==> src/rtl/f32_pkg.sv <==
// Shared float32 definitions: field widths, exponent bias, operand class
// and the conversion FSM state encoding.
package f32_pkg;
   localparam int F32_W        = 32;
   localparam int F32_SIGN_W   = 1;
   localparam int F32_EXP_W    = 8;
   localparam int F32_MANT_W   = 23;
   localparam int F32_EXP_BIAS = 127;

   typedef enum logic [1:0] {
      CLS_ZERO,
      CLS_NORM,
      CLS_INF,
      CLS_NAN
   } f32_class_t;

   typedef enum logic [2:0] {
      IDLE,
      UNPACK,
      SHIFT,
      ROUND,
      DONE
   } f2i_state_t;
endpackage

==> src/rtl/f2i_f32_if.sv <==
// Request/response bundle of the float32 to uint32 converter.
interface f2i_f32_if;
   import f32_pkg::*;

   logic             start;
   logic [F32_W-1:0] val;
   logic             busy;
   logic             rdy;
   logic [F32_W-1:0] result;
   logic             ovf;
   logic             inexact;

   modport master (
      output start, val,
      input  busy, rdy, result, ovf, inexact
   );

   modport slave (
      input  start, val,
      output busy, rdy, result, ovf, inexact
   );
endinterface

==> src/rtl/f32_unpack.sv <==
// Combinational float32 field split and classification; the hidden bit
// is restored only for nonzero exponents.
module f32_unpack
   import f32_pkg::*;
(
   input  logic [F32_W-1:0]    val,
   output logic                sign,
   output logic [F32_EXP_W-1:0] expo,
   output logic [F32_MANT_W:0] mant,
   output f32_class_t          cls
);
   always_comb begin
      sign = val[F32_W-1];
      expo = val[F32_W-2 -: F32_EXP_W];
      mant = {(expo != '0), val[F32_MANT_W-1:0]};
      if (expo == '0) begin
         cls = CLS_ZERO;
      end else if (expo == '1) begin
         cls = (val[F32_MANT_W-1:0] != '0) ? CLS_NAN : CLS_INF;
      end else begin
         cls = CLS_NORM;
      end
   end
endmodule

==> src/rtl/f2i_f32.sv <==
// Multi-cycle float32 to unsigned 32-bit integer converter, truncating,
// with saturation and overflow/inexact flags.
module f2i_f32
   import f32_pkg::*;
(
   input  logic       clk,
   input  logic       rst,
   f2i_f32_if.slave   bus
);
   f2i_state_t           state_q, state_d;
   logic [F32_W-1:0]     val_q, val_d;
   logic                 sign_q, sign_d;
   logic [F32_EXP_W-1:0] exp_q, exp_d;
   logic [F32_MANT_W:0]  mant_q, mant_d;
   f32_class_t           cls_q, cls_d;
   logic [55:0]          fix_q, fix_d;
   logic                 small_q, small_d;
   logic                 big_q, big_d;
   logic [F32_W-1:0]     result_q, result_d;
   logic                 ovf_q, ovf_d;
   logic                 inexact_q, inexact_d;
   logic                 busy_q, busy_d;
   logic                 rdy_q, rdy_d;

   logic                 u_sign;
   logic [F32_EXP_W-1:0] u_exp;
   logic [F32_MANT_W:0]  u_mant;
   f32_class_t           u_cls;

   f32_unpack u_unpack (
      .val  (val_q),
      .sign (u_sign),
      .expo (u_exp),
      .mant (u_mant),
      .cls  (u_cls)
   );

   always_comb begin
      state_d   = state_q;
      val_d     = val_q;
      sign_d    = sign_q;
      exp_d     = exp_q;
      mant_d    = mant_q;
      cls_d     = cls_q;
      fix_d     = fix_q;
      small_d   = small_q;
      big_d     = big_q;
      result_d  = result_q;
      ovf_d     = ovf_q;
      inexact_d = inexact_q;
      rdy_d     = 1'b0;
      case (state_q)
         IDLE: begin
            if (bus.start) begin
               val_d   = bus.val;
               state_d = UNPACK;
            end
         end
         UNPACK: begin
            sign_d  = u_sign;
            exp_d   = u_exp;
            mant_d  = u_mant;
            cls_d   = u_cls;
            state_d = SHIFT;
         end
         SHIFT: begin
            // Binary point sits between bits 23 and 22; only shifts of 0..31
            // are consumed, the out-of-range cases are flagged separately.
            fix_d   = 56'(mant_q) << (exp_q - 8'(F32_EXP_BIAS));
            small_d = (exp_q < 8'(F32_EXP_BIAS));
            big_d   = (exp_q >= 8'(F32_EXP_BIAS + 32));
            state_d = ROUND;
         end
         ROUND: begin
            result_d  = '0;
            ovf_d     = 1'b0;
            inexact_d = 1'b0;
            case (cls_q)
               CLS_NAN: ovf_d = 1'b1;
               CLS_INF: begin
                  ovf_d = 1'b1;
                  if (!sign_q) result_d = '1;
               end
               CLS_ZERO: inexact_d = |mant_q;
               default: begin
                  if (small_q) begin
                     inexact_d = 1'b1;
                  end else if (sign_q) begin
                     ovf_d = 1'b1;
                  end else if (big_q || fix_q[55]) begin
                     result_d = '1;
                     ovf_d    = 1'b1;
                  end else begin
                     result_d  = fix_q[54:23];
                     inexact_d = |fix_q[22:0];
                  end
               end
            endcase
            rdy_d   = 1'b1;
            state_d = DONE;
         end
         DONE:    state_d = IDLE;
         default: state_d = IDLE;
      endcase
      busy_d = (state_d != IDLE);
   end

   always_ff @(posedge clk or posedge rst) begin
      if (rst) begin
         state_q   <= IDLE;
         val_q     <= '0;
         sign_q    <= 1'b0;
         exp_q     <= '0;
         mant_q    <= '0;
         cls_q     <= CLS_ZERO;
         fix_q     <= '0;
         small_q   <= 1'b0;
         big_q     <= 1'b0;
         result_q  <= '0;
         ovf_q     <= 1'b0;
         inexact_q <= 1'b0;
         busy_q    <= 1'b0;
         rdy_q     <= 1'b0;
      end else begin
         state_q   <= state_d;
         val_q     <= val_d;
         sign_q    <= sign_d;
         exp_q     <= exp_d;
         mant_q    <= mant_d;
         cls_q     <= cls_d;
         fix_q     <= fix_d;
         small_q   <= small_d;
         big_q     <= big_d;
         result_q  <= result_d;
         ovf_q     <= ovf_d;
         inexact_q <= inexact_d;
         busy_q    <= busy_d;
         rdy_q     <= rdy_d;
      end
   end

   assign bus.busy    = busy_q;
   assign bus.rdy     = rdy_q;
   assign bus.result  = result_q;
   assign bus.ovf     = ovf_q;
   assign bus.inexact = inexact_q;
endmodule
==> src/flat_wrapper.sv <==
// flat-port wrapper written by rule: the top's interface ports become plain ports
module f2i_f32_flat import f32_pkg::*;
  (clk, rst, bus_start, bus_val, bus_busy, bus_rdy, bus_result, bus_ovf, bus_inexact);
  f2i_f32_if bus_i ();
  input  logic clk;
  input  logic rst;
  input wire logic [$bits(bus_i.start)-1:0] bus_start;
  input wire logic [$bits(bus_i.val)-1:0] bus_val;
  output wire logic [$bits(bus_i.busy)-1:0] bus_busy;
  output wire logic [$bits(bus_i.rdy)-1:0] bus_rdy;
  output wire logic [$bits(bus_i.result)-1:0] bus_result;
  output wire logic [$bits(bus_i.ovf)-1:0] bus_ovf;
  output wire logic [$bits(bus_i.inexact)-1:0] bus_inexact;
  assign bus_i.start = bus_start;
  assign bus_i.val = bus_val;
  assign bus_busy = bus_i.busy;
  assign bus_rdy = bus_i.rdy;
  assign bus_result = bus_i.result;
  assign bus_ovf = bus_i.ovf;
  assign bus_inexact = bus_i.inexact;
  f2i_f32 u_core (.clk(clk), .rst(rst), .bus(bus_i));
endmodule
==> config.mk <==
export PLATFORM = sky130hd
export DESIGN_NAME = f2i_f32_flat
export DESIGN_NICKNAME = d
export VERILOG_FILES = /design/src/rtl/f32_pkg.sv /design/src/rtl/f2i_f32_if.sv /design/src/rtl/f32_unpack.sv /design/src/rtl/f2i_f32.sv /design/src/flat_wrapper.sv
export SDC_FILE = /design/constraint.sdc
export NUM_CORES = 1
export LEC_CHECK = 0
export ABC_CLOCK_PERIOD_IN_PS = 7550
export BUFFER_PORTS_ARGS = -buffer_cell sky130_fd_sc_hd__buf_2
export CAP_MARGIN = 20
export CORE_MARGIN = 5
export CORE_UTILIZATION = 50
export DETAILED_ROUTE_END_ITERATION = 8
export PLACE_DENSITY = 0.68
export SYNTH_ARGS = -nofsm -noshare
export SYNTH_HDL_FRONTEND = slang
export SYNTH_SLANG_ARGS = --single-unit
export TNS_END_PERCENT = 50
==> constraint.sdc <==
create_clock -name clk -period 7.55 [get_ports clk]
set_input_delay 1.1325 -clock clk [delete_from_list [all_inputs] [get_ports clk]]
set_output_delay 1.1325 -clock clk [all_outputs]
set_load 0.1 [all_outputs]
Word-level counts from Yosys, hierarchy flattened
Cells that the tools add are included.
Word-level totals
  register bits after elaboration: 164
  input port bits: 35
  logic and storage cells: 55
  output and inout port bits: 36
Cells by class
  order comparisons: 2
  $add $sub $neg: 1
  reduce and logical (&&, ||, !) cells: 12
  mux-type cells: 19
  equal/unequal tests: 6
  shift operators: 1
Operator list (number)
  32-bit 2-to-1 mux: 4
  32-bit case mux with 2 select lines: 1
  24-bit by 8-bit left shift with 56-bit output: 1
  24-bit OR reduction: 1
  23-bit nonzero test: 1
  23-bit OR reduction: 1
  3-bit case mux with 4 select lines: 1
  8-bit == test, second input constant: 1
  8-bit >= comparator, second input constant: 1
  8-bit zero test: 1
  8-bit by 7-bit less-than comparator with 1-bit output, second input constant: 1
  1-bit 2-to-1 mux: 8
  8-bit nonzero test: 1
  8-bit by 7-bit subtractor with 8-bit output, second input constant: 1
  3-bit by 2-bit == test with 1-bit output, second input constant: 2
  2-bit == test, second input constant: 2
  2-bit 2-to-1 mux: 2
  1-bit case mux with 2 select lines: 2
  2-bit OR reduction: 2
  3-bit by 1-bit == test with 1-bit output, second input constant: 1
  3-bit zero test: 1
  3-bit 2-to-1 mux: 1
  3-bit nonzero test: 1
  2-bit zero test: 1
  other kinds (2): 2

Longest topological paths before layout
Gate-level depths: netlist of the first run.
  word-level depth: 5
  gate-level depth with buffers: 10
  gate-level depth less buffers: 7

Hierarchy
Synthesis of the first run repeated with hierarchy kept, for this count alone.
Unflattened totals
  cell total of the unflattened synthesis: 911
  area, all modules: 9151.3 sq um
Modules (own cells, without submodules)
  f2i_f32: times used 1, cells an instance 864, seq. area each 4103.9 sq um, area an instance 8812.2 sq um
  f32_unpack: times used 1, cells an instance 47, seq. area each 0.0 sq um, area an instance 339.1 sq um

Worst setup path before layout of the first run
Ideal clock, no wire load.
  kind: input to register
  start point: input port bus_start
  end point: register u_core.val_q[0]
  arrival time: 2.478 ns
  setup time: 0.125 ns
  required time: 7.425 ns
  buffers on the path: 1
  stages: 3
  setup slack: 4.947 ns
  cell sequence: nor4b_1 clkbuf_1 mux2_2
On the way
  cells in the longest elaborated chain, start to end: 1
RTL lines
  start: declaration: RTL line flat_wrapper.sv:7  | input wire logic [$bits(bus_i.start)-1:0] bus_start;
  2-bit AND reduction (no line)
  end signal: assignment: RTL line f2i_f32.sv:126  | val_q <= val_d;
  end: declaration: RTL line f2i_f32.sv:11  | logic [F32_W-1:0] val_q, val_d;
Every way passes these cells.
A chain may end at the register's enable or synchronous reset.

Worst setup path after layout of the first run
  start point: register u_core.exp_q[0]
  end point: register u_core.fix_q[31]
On the way
  cells in the longest elaborated chain, start to end: 2
RTL lines
  start: declaration: RTL line f2i_f32.sv:13  | logic [F32_EXP_W-1:0] exp_q, exp_d;
  start signal: assignment: RTL line f2i_f32.sv:128  | exp_q <= exp_d;
  8-bit by 7-bit subtractor with 8-bit output: RTL line f2i_f32.sv:69  | fix_d = 56'(mant_q) << (exp_q - 8'(F32_EXP_BIAS));
  24-bit by 8-bit left shift with 56-bit output: RTL line f2i_f32.sv:69
  end signal: assignment: RTL line f2i_f32.sv:131  | fix_q <= fix_d;
  end: declaration: RTL line f2i_f32.sv:16  | logic [55:0] fix_q, fix_d;
Every way passes these cells.

==> impl_metrics.toml, run 1 <==
[outcome]
outcome = "finished, final reports clean"

[sta]
slew_violations = 0
clock.fmax_mhz = 258
tns_ps = 0
rsz0062_at_grt = "false"
relSlewSlack_pct = 35.7
period_needed_ps = 3870
hold_viol = 0
fin_worst_skew_ps = 6.60
worst_pin_slew_ps = 957
post-route-period-util_pct = 51.3
setup_viol = 0

[critical_path]
worstPathArrival_ps = 4200
crit_required_ps = 7870
critPathKind = "reg -> reg"
worst_setup_path_start_kind = "register"
crit_path_max_fanout = 49
end_kind = "register"

[hold_path]
hp-class = "reg -> reg"

[clock_tree]
clk_pin_slew_worst_paths_ps = 70
clockRootBuffer = "clkbuf_16"
hold_buffers = 0
cts_sinks = 164
post-cts-setup-buffers = 0
cts_made_buffers = 17
clock_latency_ps = 440
htreeDepth = 4
ctsResizeCount = 0
cts_tree = "done"
clockBufferDepth = 2

[floorplan]
ioPinCount = 71
start_util_pct = 50.9
dieArea_mm2 = 0.0203
die_y_um = 142
chipWidth_um = 142
rows = 48
core_area_mm2 = 0.0172

[route]
vias_per_cell = 6.26
dr.pass1.iters = 7
antenna_left = 0
drt_wl_total_mm = 26.0
drt_iter0_drc = 789
vias = 7482
wl_per_cell_um = 21.8
drc = 0

[yosys]
ys_seq_elements = 164
synth_area_leaders = "dfrtp_1 (47%), nand2_1 (6.8%), mux2_2 (6.8%), mux2i_1 (4.9%), o21ai_0 (3.8%)"
synthFlopType = "dfrtp_1"
yosysTopAreaCellShare_pct = 46.8
yosysSeqAreaShare_pct = 46.8
async_flop_share_pct = 100
synthesis.area_mm2 = 0.00877
synthesis.nets = 956
ys_types = 66
synth_edf_count = 0
yosys_warnings = 0
yosysMostFrequentCell = "dfrtp_1"
synth_top_area_cell = "dfrtp_1"
syn_inst = 920
synth_commonest_cells = "dfrtp_1 (164), nand2_1 (160), nor2_1 (77)"
syn_avg_cell_area_um2 = 9.53

[cells_and_area]
final_nets = 994
area_delta_synth_final_pct = 12.5
n_antenna_cell = 0
drive_gt1_share_pct = 21.0

[global_routing]
grt_max_degree = 85
grtUsageTotal_pct = 26.1
grt_remaining_overflow = 0
antenna_found_initial = 0
grt_pass1_vias = 7150
grt_pass1_wl_mm = 41.2

[place]
place.gp.congestion = 1.02
portBuffers = 70
dp_hpwl_mm = 18.5

[run]
cap_violations = 0
## through the flow
stage | hold slack [ps] | util (%) | area [um^2] | instances | setup slack (ps)
floorplan | 433 | - | 8770 | 920 | 1980
global placement | 448 | 53.5 | 9220 | 1161 | 3790
detailed placement | 453 | 53.6 | 9250 | 1163 | 3730
CTS | 469 | 57.1 | 9830 | 1194 | 3730
global route | 505 | 57.2 | 9860 | 1195 | 3480
finish | 468 | 57.2 | 9860 | 1195 | 3680
## cell usage in the layout (no fill, tap or decap), types with 7 or more instances in the layout
cell type | netlist | routed
nand2_1 | 160 | 160
dfrtp_1 | 164 | 163
a221oi_1 | 21 | 21
buf_2 | 13 | 70
nor4_1 | 19 | 19
buf_4 | 9 | 12
o211ai_1 | 8 | 8
o31ai_1 | 8 | 8
nand3_1 | 13 | 13
clkbuf_16 | 0 | 17
a32oi_1 | 8 | 8
inv_1 | 10 | 9
a21oi_1 | 56 | 56
a31oi_1 | 12 | 12
nor2_1 | 77 | 76
a22o_1 | 7 | 7
a22oi_1 | 13 | 13
mux2i_1 | 43 | 43
o21ai_0 | 67 | 67
mux4_2 | 7 | 7
mux2_2 | 53 | 53
nand4_1 | 7 | 7
nor3_1 | 23 | 23
o221ai_1 | 7 | 7
## metal layers
metal	routed length, um	part of all wire [%]	global-route usage [%]
met1	10700	41	35.2
met2	12000	46	40.5
met3	1930	7.4	4.27
met4	1380	5.3	14.0
met5	0	0	0
## sequential cells by signal, indices dropped and copies added (netlist names), 2 cells and up
name / flops
u_core.cls_q: 2
u_core.fix_q: 56
u_core.val_q: 32
u_core.state_q: 3
u_core.bus.result: 32
u_core.mant_q: 24
u_core.exp_q: 8
## worst paths after layout
kind	start	to	slack (ps)	depth (start not counted)
max	u_core.exp_q[0]$_DFFE_PP0P_	u_core.fix_q[31]$_DFFE_PP0N_	3680	6
min	u_core.fix_q[31]$_DFFE_PP0N_	u_core.fix_q[31]$_DFFE_PP0N_	470	2
max reg2reg	u_core.exp_q[0]$_DFFE_PP0P_	u_core.fix_q[31]$_DFFE_PP0N_	3680	6
min reg2reg	u_core.fix_q[31]$_DFFE_PP0N_	u_core.fix_q[31]$_DFFE_PP0N_	470	2
max in group asynchronous	rst	u_core.exp_q[0]$_DFFE_PP0P_	5650	4
min in group asynchronous	rst	u_core.bus.result[30]$_DFFE_PP0P_	850	2
## worst max-delay path, cell delays in order, from the launching register on
cell and delay, ps:
dfrtp_2 990, ha_1 620, inv_1 770, mux2i_1 660, a21oi_1 280, a32oi_1 350
nand2_1 80
## cell type report
cell class / instances / area (um^2)
clock buffer: 18 / 439
inverter: 10 / 42.5
multi-input combinational: 681 / 4360
timing repair buffer: 84 / 483
fill: 1516 / 7370
sequential: 164 / 4110
clock inverter: 13 / 150
tap: 225 / 282
## kinds of logic (layout without fill, tap and decap cells)
family / Yosys count / in the layout / share of synthesized area (%)
compound gates: 235 / 235 / 17.3
xor+xnor: 8 / 8 / 0.885
fa+ha+maj: 1 / 1 / 0.143
buf+inv: 75 / 125 / 3.95
flops: 164 / 164 / 46.8
mux: 103 / 103 / 13.5
simple gates: 334 / 334 / 17.4
Power of run 1 is not shown: default switching activity piles up to over one toggle a cycle in this logic, so the estimate is an artifact.
==> inputs of run 2 (changes only) <==
--- a/config.mk
+++ b/config.mk
@@ -5,13 +5,14 @@
 export SDC_FILE = /design/constraint.sdc
 export NUM_CORES = 1
 export LEC_CHECK = 0
-export ABC_CLOCK_PERIOD_IN_PS = 7550
+export ABC_AREA = 1
+export ABC_CLOCK_PERIOD_IN_PS = 3400
 export BUFFER_PORTS_ARGS = -buffer_cell sky130_fd_sc_hd__buf_2
 export CAP_MARGIN = 20
 export CORE_MARGIN = 5
 export CORE_UTILIZATION = 50
 export DETAILED_ROUTE_END_ITERATION = 8
-export PLACE_DENSITY = 0.68
+export PLACE_DENSITY = 0.71
 export SYNTH_ARGS = -nofsm -noshare
 export SYNTH_HDL_FRONTEND = slang
 export SYNTH_SLANG_ARGS = --single-unit
==> constraint.sdc (replaced) <==
create_clock -name clk -period 3.4 [get_ports clk]
set_input_delay 0.51 -clock clk [delete_from_list [all_inputs] [get_ports clk]]
set_output_delay 0.51 -clock clk [all_outputs]
set_load 0.1 [all_outputs]
==> run 2 against run 1 <==
Synthesized cell count is 20% higher. Clock skew is 3.6 ps higher. Flip-flop and latch count unchanged. Sequential share of layout area rose by 0.35 points. Worst hold slack got worse by 240 ps. Worst setup slack lost 2800 ps. Via count up 5.8%. Routed wire length shrank 10%.
==> impl_metrics.toml, run 2 <==
[yosys]
yosysMostFrequentCell = "nand2_1"
syn_inst = 1100
yosys_warnings = 0
yosysSeqAreaShare_pct = 47.1
yosys.area_share.simple_pct = 34.0
muxShareOfSynthArea_pct = 2.07
yosysTopAreaCellShare_pct = 47.1
synth_area_leaders = "dfrtp_1 (47%), nand3_1 (13%), nand2_1 (10%), o21ai_0 (4.8%), nand4_1 (3.8%)"
syn_avg_cell_area_um2 = 7.93
synth_commonest_cells = "nand2_1 (232), nand3_1 (221), dfrtp_1 (164)"
synth_xor_area_share_pct = 0.502
async_flop_share_pct = 100
synthesis.area_mm2 = 0.00872
synthFlopType = "dfrtp_1"
ys_types = 38
ys_seq_elements = 164
synth_edf_count = 0
synth_top_area_cell = "dfrtp_1"
synthAdderAreaFrac_pct = 0.143
synthesis.nets = 1136
synth_top_family_by_area = "simple AND/OR/NAND/NOR gates"
synth_compound_area_share_pct = 9.08

[clock_tree]
post-cts-setup-buffers = 0
htreeDepth = 4
clockRootBuffer = "clkbuf_16"
clock_latency_ps = 430
cts_sinks = 164
clockBufferDepth = 2
cts_tree = "done"
clk_pin_slew_worst_paths_ps = 70
ctsResizeCount = 0
cts_made_buffers = 17
hold_buffers = 0

[cells_and_area]
top_register = "u_core.fix_q"
final_nets = 1168
design_area_mm2 = 0.00978
layout_commonest_cell = "nand2_1"
area_delta_synth_final_pct = 12.1
drive_gt1_share_pct = 15.1
post-route-util_pct = 56.9
n_antenna_cell = 0
largest_register_ff_count = 56
mostFrequentLayoutCells = "nand2_1 (232), nand3_1 (220), dfrtp_1 (164)"

[floorplan]
die_y_um = 142
core_area_mm2 = 0.0172
rows = 48
ioPinCount = 71
start_util_pct = 50.8
dieArea_mm2 = 0.0202
chipWidth_um = 142

[critical_path]
crit_required_ps = 3770
crit_path_max_fanout = 28
timing.rr.end = "u_core.fix_q[30]$_DFFE_PP0N_"
end_kind = "register"
critPathKind = "reg -> reg"
worst_setup_path_start_kind = "register"
r2r_cells = 9
r2r-start = "u_core.exp_q[0]$_DFFE_PP0P_"
worstPathArrival_ps = 2860
rrSetupSlack_ps = 900

[route]
drt_iter0_drc = 818
vias_per_cell = 5.78
dr.pass1.iters = 5
wl_per_cell_um = 17.0
drt_wl_total_mm = 23.4
drc = 0
antenna_left = 0
vias = 7916

[sta]
tns_ps = 0
hold_viol = 0
worst_pin_slew_ps = 958
relSlewSlack_pct = 36.1
fin_worst_skew_ps = 10.2
post-route-period-util_pct = 73.4
rsz0062_at_grt = "false"
setup_viol = 0
clock.fmax_mhz = 400
slew_violations = 0
period_needed_ps = 2500

[global_routing]
grt_pass1_vias = 7396
grt_pass1_wl_mm = 38.7
grt_remaining_overflow = 0
antenna_found_initial = 0
grt_max_degree = 165
grtUsageTotal_pct = 23.9

[place]
place.gp.congestion = 0.945
portBuffers = 70
dpl_cell_area_mm2 = 0.00915
dp_hpwl_mm = 16.7

[run]
cap_violations = 0

[hold_path]
hp-class = "in -> async"

[outcome]
outcome = "finished, final reports clean"
run 2: how the worst max path moves through the flow:
stage / startpoint / slack, ps / end / cells after the start
3_5_place_dp: u_core.exp_q[0]$_DFFE_PP0P_ / 950 / u_core.fix_q[31]$_DFFE_PP0N_ / 9
5_1_grt: u_core.exp_q[0]$_DFFE_PP0P_ / 750 / u_core.fix_q[31]$_DFFE_PP0N_ / 13
3_3_place_gp: u_core.exp_q[0]$_DFFE_PP0P_ / 940 / u_core.fix_q[31]$_DFFE_PP0N_ / 9
4_1_cts: u_core.exp_q[0]$_DFFE_PP0P_ / 940 / u_core.fix_q[31]$_DFFE_PP0N_ / 9
2_1_floorplan: rst / 810 / u_core.big_q$_DFFE_PP0N_ / 1
6_report: u_core.exp_q[0]$_DFFE_PP0P_ / 900 / u_core.fix_q[30]$_DFFE_PP0N_ / 9
run 2: worst max-delay path, cell delays in order (launching register included):
cell	delay, ps
dfrtp_1	410
inv_4	160
nor3_4	290
xor2_4	310
inv_4	160
nor2_4	440
inv_2	260
nor2_8	200
nand3_1	110
nand3_1	90
run 2: cells by family after synthesis:
family,count (synthesis)
buffers and inverters,144
muxes,16
AOI/OAI and AO/OA,152
and+or+nand+nor,621
xor gates and xnor gates,2
adders and majority gates,1
DFF,164
run 2: per-stage QoR:
| stage | std cells | hold slack, ps | worst slack (ps) |
|---|---|---|---|
| after floorplan | 1100 | 444 | 805 |
| after global placement | 1338 | 458 | 939 |
| after detailed placement | 1338 | 461 | 951 |
| after CTS | 1370 | 288 | 936 |
| after global routing | 1370 | 293 | 748 |
| final | 1370 | 228 | 903 |
run 2: layout make-up:
class | count | area, um^2
fillers | 1670 | 7400
flip-flops and latches | 164 | 4100
multi-input cells | 792 | 4020
repair buffers | 83 | 460
clock buffers | 18 | 439
inverters | 74 | 289
well taps | 225 | 282
clock inverters | 14 | 186
run 2: layer usage:
layer,vias up,part of all wire [%],global-route usage (%)
li1,3824,-,-
met5,-,0,0
met2,319,46,36.5
met4,0,2.5,8.23
met3,42,7.0,4.44
met1,3731,45,34.3
Power of run 2 is left out for the same reason.
